==> src/rtl/ps2_kbd_decoder.sv <==
// rtl/ps2_kbd_decoder.sv - PS/2 set-2 byte stream to key events with an event FIFO.
// Optional ASCII translation is compiled in with `define KBD_ASCII_EN.
module ps2_kbd_decoder #(
    parameter int FIFO_DEPTH = 4
) (
    input  logic       clk,
    input  logic       rst,
    input  logic [7:0] rx_data,
    input  logic       rx_done_tick,
    output logic       ev_valid,
    input  logic       ev_ready,
    output logic [7:0] ev_code,
    output logic       ev_extended,
    output logic       ev_break,
    output logic [7:0] ev_ascii,
    output logic       shift_held,
    output logic       caps_lock,
    output logic       ev_dropped
);
    localparam int AW = (FIFO_DEPTH > 1) ? $clog2(FIFO_DEPTH) : 1;
    localparam int CW = AW + 1;

    typedef enum logic [2:0] {
        S_IDLE,
        S_GOT_E0,
        S_GOT_F0,
        S_GOT_E0F0,
        S_PAUSE
    } state_t;

    state_t     r_state;
    logic [2:0] r_skip;
    logic       r_lshift;
    logic       r_rshift;
    logic       r_caps_down;
    logic       r_caps_lock;

    logic       w_emit;
    logic [7:0] w_code;
    logic       w_ext;
    logic       w_brk;

    // Mealy decode: the event is available in the tick cycle so it can be
    // written at the edge ending that cycle.
    always_comb begin
        w_emit = 1'b0;
        w_code = rx_data;
        w_ext  = 1'b0;
        w_brk  = 1'b0;
        if (rx_done_tick) begin
            case (r_state)
                S_IDLE: begin
                    case (rx_data)
                        8'hE0, 8'hF0, 8'hE1,
                        8'hAA, 8'hFA, 8'hEE, 8'hFC, 8'hFD, 8'h00, 8'hFF: w_emit = 1'b0;
                        default: w_emit = 1'b1;
                    endcase
                end
                S_GOT_E0: begin
                    w_ext  = 1'b1;
                    w_emit = (rx_data != 8'hF0) && (rx_data != 8'h12) && (rx_data != 8'h59);
                end
                S_GOT_F0: begin
                    w_brk  = 1'b1;
                    w_emit = 1'b1;
                end
                S_GOT_E0F0: begin
                    w_ext  = 1'b1;
                    w_brk  = 1'b1;
                    w_emit = (rx_data != 8'h12) && (rx_data != 8'h59);
                end
                S_PAUSE: begin
                    w_code = 8'h77;
                    w_ext  = 1'b1;
                    w_emit = (r_skip == 3'd1);
                end
                default: w_emit = 1'b0;
            endcase
        end
    end

    always_ff @(posedge clk or posedge rst) begin
        if (rst) begin
            r_state <= S_IDLE;
            r_skip  <= 3'd0;
        end else if (rx_done_tick) begin
            case (r_state)
                S_IDLE: begin
                    if (rx_data == 8'hE0) begin
                        r_state <= S_GOT_E0;
                    end else if (rx_data == 8'hF0) begin
                        r_state <= S_GOT_F0;
                    end else if (rx_data == 8'hE1) begin
                        r_state <= S_PAUSE;
                        r_skip  <= 3'd7;
                    end
                end
                S_GOT_E0:   r_state <= (rx_data == 8'hF0) ? S_GOT_E0F0 : S_IDLE;
                S_GOT_F0:   r_state <= S_IDLE;
                S_GOT_E0F0: r_state <= S_IDLE;
                S_PAUSE: begin
                    r_skip <= r_skip - 3'd1;
                    if (r_skip == 3'd1) begin
                        r_state <= S_IDLE;
                    end
                end
                default: r_state <= S_IDLE;
            endcase
        end
    end

    always_ff @(posedge clk or posedge rst) begin
        if (rst) begin
            r_lshift    <= 1'b0;
            r_rshift    <= 1'b0;
            r_caps_down <= 1'b0;
            r_caps_lock <= 1'b0;
        end else if (w_emit && !w_ext) begin
            case (w_code)
                8'h12: r_lshift <= !w_brk;
                8'h59: r_rshift <= !w_brk;
                8'h58: begin
                    if (w_brk) begin
                        r_caps_down <= 1'b0;
                    end else if (!r_caps_down) begin
                        r_caps_lock <= !r_caps_lock;
                        r_caps_down <= 1'b1;
                    end
                end
                default: ;
            endcase
        end
    end

    assign shift_held = r_lshift | r_rshift;
    assign caps_lock  = r_caps_lock;

`ifdef KBD_ASCII_EN
    function automatic logic [7:0] f_ascii(input logic [7:0] code, input logic shift,
                                           input logic caps);
        logic [7:0] letter;
        logic [7:0] dig;
        logic [7:0] sym;
        logic [7:0] res;
        letter = 8'h00;
        dig    = 8'h00;
        sym    = 8'h00;
        res    = 8'h00;
        case (code)
            8'h1C: letter = "a";  8'h32: letter = "b";  8'h21: letter = "c";
            8'h23: letter = "d";  8'h24: letter = "e";  8'h2B: letter = "f";
            8'h34: letter = "g";  8'h33: letter = "h";  8'h43: letter = "i";
            8'h3B: letter = "j";  8'h42: letter = "k";  8'h4B: letter = "l";
            8'h3A: letter = "m";  8'h31: letter = "n";  8'h44: letter = "o";
            8'h4D: letter = "p";  8'h15: letter = "q";  8'h2D: letter = "r";
            8'h1B: letter = "s";  8'h2C: letter = "t";  8'h3C: letter = "u";
            8'h2A: letter = "v";  8'h1D: letter = "w";  8'h22: letter = "x";
            8'h35: letter = "y";  8'h1A: letter = "z";
            8'h45: begin dig = "0"; sym = ")"; end
            8'h16: begin dig = "1"; sym = "!"; end
            8'h1E: begin dig = "2"; sym = "@"; end
            8'h26: begin dig = "3"; sym = "#"; end
            8'h25: begin dig = "4"; sym = "$"; end
            8'h2E: begin dig = "5"; sym = "%"; end
            8'h36: begin dig = "6"; sym = "^"; end
            8'h3D: begin dig = "7"; sym = "&"; end
            8'h3E: begin dig = "8"; sym = "*"; end
            8'h46: begin dig = "9"; sym = "("; end
            8'h29: res = 8'h20;
            8'h5A: res = 8'h0D;
            8'h66: res = 8'h08;
            default: res = 8'h00;
        endcase
        if (letter != 8'h00) begin
            res = (shift ^ caps) ? (letter - 8'h20) : letter;
        end else if (dig != 8'h00) begin
            res = shift ? sym : dig;
        end
        return res;
    endfunction

    logic [7:0] w_ascii;
    assign w_ascii = (w_brk || w_ext) ? 8'h00 : f_ascii(w_code, shift_held, r_caps_lock);
`endif

    logic [7:0]    r_mem_code [FIFO_DEPTH];
    logic          r_mem_ext  [FIFO_DEPTH];
    logic          r_mem_brk  [FIFO_DEPTH];
    logic [AW-1:0] r_rd;
    logic [AW-1:0] r_wr;
    logic [CW-1:0] r_count;
    logic          r_valid;
    logic [7:0]    r_head_code;
    logic          r_head_ext;
    logic          r_head_brk;
    logic          r_dropped;

    logic          w_do_pop;
    logic          w_do_push;
    logic [AW-1:0] w_rd_next;
    logic [CW-1:0] w_fill;
    logic [CW-1:0] w_count_next;
    logic          w_head_new;

    assign w_do_pop     = ev_ready && (r_count != '0);
    assign w_do_push    = w_emit && ((r_count != CW'(FIFO_DEPTH)) || w_do_pop);
    assign w_rd_next    = r_rd + AW'(w_do_pop);
    assign w_fill       = r_count - CW'(w_do_pop);
    assign w_count_next = w_fill + CW'(w_do_push);
    // The pushed entry becomes the head only when nothing older remains.
    assign w_head_new   = w_do_push && (w_fill == '0);

    always_ff @(posedge clk) begin
        if (w_do_push) begin
            r_mem_code[r_wr] <= w_code;
            r_mem_ext[r_wr]  <= w_ext;
            r_mem_brk[r_wr]  <= w_brk;
        end
    end

    always_ff @(posedge clk or posedge rst) begin
        if (rst) begin
            r_rd        <= '0;
            r_wr        <= '0;
            r_count     <= '0;
            r_valid     <= 1'b0;
            r_head_code <= 8'h00;
            r_head_ext  <= 1'b0;
            r_head_brk  <= 1'b0;
            r_dropped   <= 1'b0;
        end else begin
            r_rd      <= w_rd_next;
            r_wr      <= r_wr + AW'(w_do_push);
            r_count   <= w_count_next;
            r_valid   <= (w_count_next != '0);
            r_dropped <= w_emit && !w_do_push;
            if (w_head_new) begin
                r_head_code <= w_code;
                r_head_ext  <= w_ext;
                r_head_brk  <= w_brk;
            end else if (w_do_pop) begin
                r_head_code <= r_mem_code[w_rd_next];
                r_head_ext  <= r_mem_ext[w_rd_next];
                r_head_brk  <= r_mem_brk[w_rd_next];
            end
        end
    end

`ifdef KBD_ASCII_EN
    logic [7:0] r_mem_ascii [FIFO_DEPTH];
    logic [7:0] r_head_ascii;

    always_ff @(posedge clk) begin
        if (w_do_push) begin
            r_mem_ascii[r_wr] <= w_ascii;
        end
    end

    always_ff @(posedge clk or posedge rst) begin
        if (rst) begin
            r_head_ascii <= 8'h00;
        end else if (w_head_new) begin
            r_head_ascii <= w_ascii;
        end else if (w_do_pop) begin
            r_head_ascii <= r_mem_ascii[w_rd_next];
        end
    end

    assign ev_ascii = r_head_ascii;
`else
    assign ev_ascii = 8'h00;
`endif

    assign ev_valid    = r_valid;
    assign ev_code     = r_head_code;
    assign ev_extended = r_head_ext;
    assign ev_break    = r_head_brk;
    assign ev_dropped  = r_dropped;
endmodule
==> config.mk <==
export PLATFORM = sky130hd
export DESIGN_NAME = ps2_kbd_decoder
export DESIGN_NICKNAME = d
export VERILOG_FILES = /design/src/rtl/ps2_kbd_decoder.sv
export SDC_FILE = /design/constraint.sdc
export NUM_CORES = 1
export LEC_CHECK = 0
export BUFFER_PORTS_ARGS = -buffer_cell sky130_fd_sc_hd__buf_2
export CAP_MARGIN = 20
export CORE_MARGIN = 2
export CORE_UTILIZATION = 23
export CTS_CLUSTER_SIZE = 40
export DETAILED_ROUTE_END_ITERATION = 12
export GPL_TIMING_DRIVEN = 0
export PLACE_DENSITY = 0.37
export SLEW_MARGIN = 20
export SYNTH_ARGS = -nofsm -noshare
export SYNTH_HDL_FRONTEND = slang
export SYNTH_SLANG_ARGS = --single-unit
==> constraint.sdc <==
create_clock -name clk -period 6.6 [get_ports clk]
set_clock_uncertainty 0.2 [all_clocks]
set_input_delay 1.65 -clock clk [delete_from_list [all_inputs] [get_ports clk]]
set_output_delay 1.65 -clock clk [all_outputs]
set_load 0.01 [all_outputs]
==> results.cfg, run 1 <==
[run_status]
status = complete, no violations

[global_routing]
grt_overflow = 0
grtUsageTotal_pct = 10.57
grt_max_degree = 20
antenna_found_initial = 0
grt_pass1_vias = 2125
grt_pass1_wl_microns = 11650

[die]
die_h_microns = 123.3
core_area_sq_um = 13880
rows = 43
start_util_pct = 23.60
ios = 34
die-width_microns = 123.3
die-area_sq_um = 15210

[sta]
report.final.setup_viol = 0
worst_pin_slew_ps = 897.3
final-hold-violation-count = 0
rsz0062_at_grt = no
slew_headroom_pct = 40.18
tns_ps = 0
slew_violations = 0
min_period_over_period_pct = 68.20
setup_slack_ps = 2099
fmax_ghz = 0.2222
fin_crit_ps = 4501

[final_layout]
fillers = 1467
diodes = 0
syn_to_final_growth_pct = 24.33
fin_nets = 311
layout_common_cells = edfxtp_1, nand2_1, dfrtp_1
drive_above_1_share_pct = 30.41
final_common_cell = edfxtp_1

[power_and_ir_drop]
max-vdd-ir-drop_mv = 0.1243
internal_power_mw = 1.243
clockPowerShare_pct = 31.8
leakage_nw = 1.672
p_per_area_nw_per_um2 = 434.8
power_frac_comb_pct = 31.7
seq_power_share_pct = 36.4
switching_share_pct = 29.83
netSwitchingPower_mw = 0.5282

[drt]
drc = 0
dr_total_vias = 1994
drtPass1Iterations = 6
avgViaCountPerCell = 4.189
wl_per_cell_microns = 15.18
drtIter0Drc = 76
routed_wl_microns = 7227
ant_nets = 0

[critical_path]
crit_type = in -> reg
cp_max_fo = 11
worst_setup_path_start_kind = input port
worst_ep_arrival_time_ps = 4520
endpoint_kind = flop
cp.required_ps = 6620

[clock_tree]
clockBufferDepth = 2
cts_setup_buffers = 0
cts_tree = yes
cts.clk_slew.worst_paths_ps = 60
h-tree-depth = 3
clk_root_buffer_cell = clkbuf_16
clk_latency_ps = 330
cts.repair.resized = 0
cts.sinks = 69
postCtsHoldBufs = 0
cts-buffers-inserted = 9

[logic_synthesis]
synth_top_area_cell = edfxtp_1
synth_ff_type = edfxtp_1
postSynthCellCount = 245
ys_types = 48
synth.area.top_cells = edfxtp_1, dfrtp_1, mux4_2
yosys.area_share.simple_pct = 14.74
synth-edff-count = 40
synth_compound_area_share_pct = 4.393
synthAdderAreaFrac_pct = 3.056
syn_avg_cell_area_sq_um = 13.37
seq_area_frac_synth_pct = 58.82
synth-xor-area-share_pct = 1.872
synth.top_cell.area_share_pct = 36.67
synthMuxAreaShare_pct = 12.72
synthArstFlopShare_pct = 42.03
ys_warn_count = 0
synth_seq_cells = 69
synthesis.area_sq_um = 3276
synth_top_family_by_area = simple AND/OR/NAND/NOR gates

[placed_design]
dp_hpwl_microns = 5157
gp_congestion = 0.7348
dp_slack_ps = 1620
portBuffers = 23

[run]
drv_cap = 0

[worst_hold_path]
hold_path_class = reg -> reg
-- per-stage QoR --
stage               total power [mW]  hold slack (ps)  cell area (sq um)  util [%]  cells
floorplan                      1.057            264.2               3302         -    252
detailed placement             1.235            256.2               3724     26.83    460
finish                         1.771            263.0               4073     29.34    476
global route                   1.894            298.8               4073     29.34    476
CTS                            1.809            268.0               4073     29.34    476
global placement               1.211            258.5               3642     26.24    455
-- cells in the mapped netlist (all sizes together) (5+ instances only) --
library cell	count
mux4	10
nor3b	5
buf	11
nor2	7
edfxtp	40
nand2b	7
nand3	5
dfrtp	29
mux2	14
nand2	38
inv	11
ha	8
-- layer usage --
metal / GRT usage (%) / wire, microns / vias to the layer above / part of all wire, %
met5: 0 / 0 / - / 0
met4: 5.540 / 138 / 0 / 1.9
met3: 2.445 / 236 / 12 / 3.3
met2: 17.51 / 3617 / 33 / 50
met1: 12.77 / 3233 / 970 / 45
li1: - / - / 979 / -
-- path summary, 6_finish.rpt --
check / from / end / slack (ps) / cells after the start
worst max-delay path: ev_ready / ev_code[0] / 2100 / 11
worst min-delay path: caps_lock / caps_lock / 260 / 1
worst max register to register: r_count[2] / ev_code[0] / 2870 / 10
worst min register to register: caps_lock / caps_lock / 260 / 1
max in group asynchronous: rst / ev_code[3] / 4720 / 3
min in group asynchronous: rst / r_caps_down / 1070 / 2
-- sequential cells by signal, indices dropped and copies added (netlist names), 2 cells and up --
signal,cells
r_rd,2
r_mem_code,32
r_mem_ext,4
r_state,3
r_skip,3
r_mem_brk,4
r_wr,2
ev_code,8
r_count,3
-- worst max-delay path, stage by stage --
cell and delay, ps:
buf_2 110, o31ai_2 80, buf_4 240, inv_1 60, clkbuf_1 300, ha_1 400, clkbuf_1 680, mux4_2 600
nand2_1 90, nand2_1 50, mux2_2 250
-- area by class of cell --
type	instances	area [sq um]	area share (%)
Inverter	11	41.29	1.014
Tap cell	180	225.2	5.530
Timing Repair Buffer	28	176.4	4.332
Multi-Input combinational cell	158	1255	30.81
Sequential cell	69	1927	47.31
Buffer	14	98.84	2.427
Clock buffer	10	239.0	5.868
Clock inverter	6	110.1	2.704
-- power groups by stage --
stage,combinational (mW),sequential [mW],clock [mW]
floorplan,0.401,0.656,0
finish,0.562,0.645,0.564
global placement,0.560,0.651,0
global route,0.638,0.662,0.595
detailed placement,0.579,0.656,0
CTS,0.582,0.648,0.579
-- logic make-up (layout without fill, tap and decap cells) --
family / count (synthesis) / count (layout)
simple gates: 90 / 90
flops: 69 / 69
mux: 27 / 27
buf+inv: 25 / 69
compound gates: 18 / 18
fa+ha+maj: 8 / 8
xor+xnor: 7 / 7
other cells: 1 / 8
(Power assumes the default switching activity.)
==> inputs of run 2 (changes only) <==
--- a/config.mk
+++ b/config.mk
@@ -12,7 +12,7 @@
 export CTS_CLUSTER_SIZE = 40
 export DETAILED_ROUTE_END_ITERATION = 12
 export GPL_TIMING_DRIVEN = 0
-export PLACE_DENSITY = 0.37
+export PLACE_DENSITY = 0.38
 export SLEW_MARGIN = 20
 export SYNTH_ARGS = -nofsm -noshare
 export SYNTH_HDL_FRONTEND = slang
==> constraint.sdc (replaced) <==
create_clock -name clk -period 3.95 [get_ports clk]
set_clock_uncertainty 0.2 [all_clocks]
set_input_delay 0.9875 -clock clk [delete_from_list [all_inputs] [get_ports clk]]
set_output_delay 0.9875 -clock clk [all_outputs]
set_load 0.01 [all_outputs]
==> results.cfg, run 2 (same netlist as run 1, synthesis figures left out) <==
[drt]
wl_per_cell_microns = 15.29
drc = 0
drtIter0Drc = 88
avgViaCountPerCell = 4.171
routed_wl_microns = 7261
drtPass1Iterations = 4
dr_total_vias = 1981
ant_nets = 0

[clock_tree]
clk_root_buffer_cell = clkbuf_16
cts-buffers-inserted = 9
clockBufferDepth = 2
clk_latency_ps = 330
postCtsHoldBufs = 0
cts.sinks = 69
cts_tree = yes
cts.clk_slew.worst_paths_ps = 50
h-tree-depth = 3

[die]
die_h_microns = 123.3
rows = 43
die-width_microns = 123.3
ios = 34
start_util_pct = 23.60
core_area_sq_um = 13880
die-area_sq_um = 15210

[final_layout]
syn_to_final_growth_pct = 21.54
drive_above_1_share_pct = 30.85
diodes = 0
largest_reg_flops = 32
fin_nets = 310
layout_common_cells = edfxtp_1, nand2_1, dfrtp_1
final_common_cell = edfxtp_1
final_cells = 475
regMostFlops = r_mem_code
utilization_pct = 28.68

[critical_path]
cp.required_ps = 3950
worst_ep_arrival_time_ps = 3640
rr_worst_depth = 9
endpoint_kind = flop
worst_setup_path_start_kind = input port
crit_type = in -> reg
cp_max_fo = 8

[sta]
fin_crit_ps = 3640
slew_headroom_pct = 45.53
report.final.setup_viol = 0
rsz0062_at_grt = no
fmax_ghz = 0.2747
final-hold-violation-count = 0
tns_ps = 0
slew_violations = 0
min_period_over_period_pct = 92.16
worst_pin_slew_ps = 805.7

[power_and_ir_drop]
p_per_area_nw_per_um2 = 695.4
power_mw = 2.769
max-vdd-ir-drop_mv = 0.2337
leakage_nw = 1.633

[placed_design]
portBuffers = 23
placed_cells_incl_taps = 459
gp_congestion = 0.7500
dp_hpwl_microns = 5086

[global_routing]
grt_max_degree = 30
grt_pass1_vias = 2029
grtUsageTotal_pct = 10.57
grt_overflow = 0
grt_pass1_wl_microns = 11470
antenna_found_initial = 0

[worst_hold_path]
hold_path_class = reg -> reg
hold_path_depth = 1

[run]
drv_cap = 0

[run_status]
status = complete, no violations
run 2: changes by cell type in the layout (fill, tap and decap cells not counted):
cell	change
clkinv_4	-1
ha_2	+1
buf_12	+1
buf_16	-1
ha_1	-1
clkbuf_2	+1
bufinv_16	-3
clkinv_2	+3
clkbuf_1	-1
buf_4	+1
buf_6	-1
run 2: path summary, 6_finish.rpt:
kind                               to        from  slack, ps
setup / recovery             ev_valid  rx_data[7]        310
setup reg to reg           ev_code[7]  r_count[2]        410
hold reg to reg             caps_lock   caps_lock        260
hold / removal              caps_lock   caps_lock        260
max in group asynchronous  ev_code[7]         rst       2530
min in group asynchronous   caps_lock         rst        570
run 2: worst max-delay path: stages:
cell      delay, ps
buf_2           150
or4_1           530
o22ai_1         150
nand3b_1        150
a221oi_4        480
or2_2           260
inv_1            90
ha_1            190
ha_1            280
or3_1           380
run 2: cell type report:
type,count,area (sq um)
Buffer,13,96.34
Tap cell,180,225.2
Sequential cell,69,1927
Fill cell,1450,9899
Inverter,11,41.29
Clock inverter,5,26.28
Timing Repair Buffer,28,165.2
Clock buffer,11,242.7
Multi-Input combinational cell,158,1257
run 2: power by group:
group          switching, mW  internal, mW
Sequential            0.0903         0.988
Combinational          0.496         0.467
Clock                  0.291         0.436
Total                  0.877          1.89
run 2: metrics by stage:
step	hold WS (ps)	worst slack, ps	instance area [sq um]
finish	258.7	309.6	3981
global route	284.5	100.3	3981
CTS	266.9	8.898	3958
detailed placement	252.8	-490.8	3692
global placement	249.7	-935.0	3642
floorplan	264.2	287.6	3302
run 2: timing repair:
| action | in CTS | in global routing |
|---|---|---|
| endpoints found under the hold margin | 0 | 0 |
| pin swaps | 0 | 1 |
| buffers inserted | 0 | 1 |
| gates resized for setup | 0 | 3 |
| endpoints found under the setup margin | 10 | 9 |
run 2: per-layer routing:
| metal | track usage [%] | wire [microns] | vias to the layer above |
|---|---|---|---|
| met4 | 3.622 | 69 | 0 |
| met3 | 4.013 | 333 | 6 |
| met2 | 15.73 | 3411 | 33 |
| met1 | 14.06 | 3447 | 976 |
| met5 | 0 | 0 | - |
| li1 | - | - | 966 |
==> inputs of run 3 (changes only) <==
--- a/config.mk
+++ b/config.mk
@@ -7,9 +7,8 @@
 export LEC_CHECK = 0
 export BUFFER_PORTS_ARGS = -buffer_cell sky130_fd_sc_hd__buf_2
 export CAP_MARGIN = 20
-export CORE_MARGIN = 2
+export CORE_MARGIN = 10
 export CORE_UTILIZATION = 23
-export CTS_CLUSTER_SIZE = 40
 export DETAILED_ROUTE_END_ITERATION = 12
 export GPL_TIMING_DRIVEN = 0
 export PLACE_DENSITY = 0.38
==> results.cfg, run 3 (same netlist as run 1, synthesis figures left out) <==
[global_routing]
antenna_found_initial = 0
grt_max_degree = 20
grt_pass1_wl_microns = 12340
grt_pass1_vias = 2186
grt_overflow = 0
grtUsageTotal_pct = 8.217

[die]
core_area_sq_um = 13930
start_util_pct = 23.51
die_h_microns = 139.3
rows = 43
die-area_sq_um = 19420
die-width_microns = 139.3
ios = 34

[critical_path]
crit_path_top_delay_cell = or4_1
cp_max_fo = 8
path_buf_inv = 2
cp.required_ps = 3970
worst_setup_path_start_kind = input port
worst_ep_arrival_time_ps = 3610
crit_top_cell = ha_1
endpoint_kind = flop
max_stage_delay_ps = 520
crit_family = simple AND/OR/NAND/NOR gates
crit_type = in -> reg
path_cells = buf_2, or4_1, o22ai_1, nand3b_1, a221oi_4, or2_2, inv_1, ha_1, ha_1, or3_1

[clock_tree]
cts.clk_slew.worst_paths_ps = 60
cts-buffers-inserted = 9
clockBufferDepth = 2
clk_latency_ps = 340
h-tree-depth = 3
clk_root_buffer_cell = clkbuf_16
cts_tree = yes
cts.sinks = 69

[run]
drv_cap = 0

[sta]
final-hold-violation-count = 0
fin_hold_ws_ps = 262.1
slew_violations = 0
worst_pin_slew_ps = 869.1
min_period_over_period_pct = 91.02
rsz0062_at_grt = no
fin_crit_ps = 3595
report.final.setup_viol = 0
fmax_ghz = 0.2781
slew_headroom_pct = 41.24

[power_and_ir_drop]
power_mw = 2.769
max-vdd-ir-drop_mv = 0.1657
p_per_area_nw_per_um2 = 689.9
leakage_nw = 1.649

[final_layout]
syn_to_final_growth_pct = 22.54
drive_above_1_share_pct = 31.76
utilization_pct = 28.80
final_cell_area_sq_um = 4014
final_cells = 476
fillers = 1436
regMostFlops = r_mem_code
largest_reg_flops = 32
final_common_cell = edfxtp_1
diodes = 0
fin_nets = 311
layout_common_cells = edfxtp_1, nand2_1, dfrtp_1

[placed_design]
portBuffers = 23
gp_congestion = 0.7244
placed_cells_incl_taps = 460
post_dp_cell_area_sq_um = 3724
dp_hpwl_microns = 5467

[drt]
drtPass1Iterations = 4
avgViaCountPerCell = 4.221
ant_nets = 0
drc = 0
dr_total_vias = 2009
routed_wl_microns = 7487
drtIter0Drc = 79
wl_per_cell_microns = 15.73

[worst_hold_path]
hold_path_class = reg -> reg

[run_status]
status = complete, no violations
-- run 3: cell count changes in the layout (fill, tap and decap cells not counted), sizes merged --
| cell | change |
|---|---|
| buf | +1 |
| clkinv | +1 |
| clkbuf | -1 |
-- run 3: area by class of cell --
cell class              instances  area (sq um)  area share [%]
multi-input cells             158          1257           31.33
well taps                     180         225.2           5.611
inverters                      11         41.29           1.029
repair buffers                 29         196.4           4.894
clock inverters                 6         40.04          0.9975
flip-flops and latches         69          1927           48.01
plain buffers                  13         97.59           2.431
clock buffers                  10         229.0           5.704
-- run 3: timing repair --
| action | in CTS | in global routing |
|---|---|---|
| resized for setup | 2 | 2 |
| pin swaps | 1 | 0 |
| endpoints found under the setup margin | 10 | 8 |
| buffers inserted | 1 | 0 |
| hold buffers | 0 | 0 |
| endpoints found under the hold margin | 0 | 0 |
-- run 3: per-stage QoR --
stage               TNS (ps)  worst slack, ps
floorplan                  0            287.6
global placement      -27990           -993.8
detailed placement     -5027           -532.7
CTS                        0            144.6
global route               0            170.4
finish                     0            354.5
-- run 3: power by group --
group          total [mW]  switching, mW  internal (mW)  leakage, nW
Clock               0.726          0.303          0.423        0.132
Combinational       0.967          0.495          0.472        0.795
Sequential           1.08         0.0885          0.988        0.722
Total                2.77          0.886           1.88         1.65
-- run 3: per-layer routing --
metal  vias up  track usage, %  wire length, microns  share of wire, %
met4         0           4.009                   151               2.0
met1       982           10.17                  3636                49
li1        972               -                     -                 -
met5         -               0                     0                 0
met2        44           12.28                  3375                45
met3        11           3.062                   323               4.3
-- run 3: path summary, 6_finish.rpt --
kind / from / endpoint / slack [ps] / depth (start not counted)
max: rx_data[7] / ev_valid / 350 / 10
min: caps_lock / caps_lock / 260 / 1
max in group asynchronous: rst / ev_code[3] / 2730 / 3
min reg2reg: caps_lock / caps_lock / 260 / 1
max reg2reg: r_count[2] / ev_code[1] / 490 / 9
min in group asynchronous: rst / r_state[2] / 410 / 2
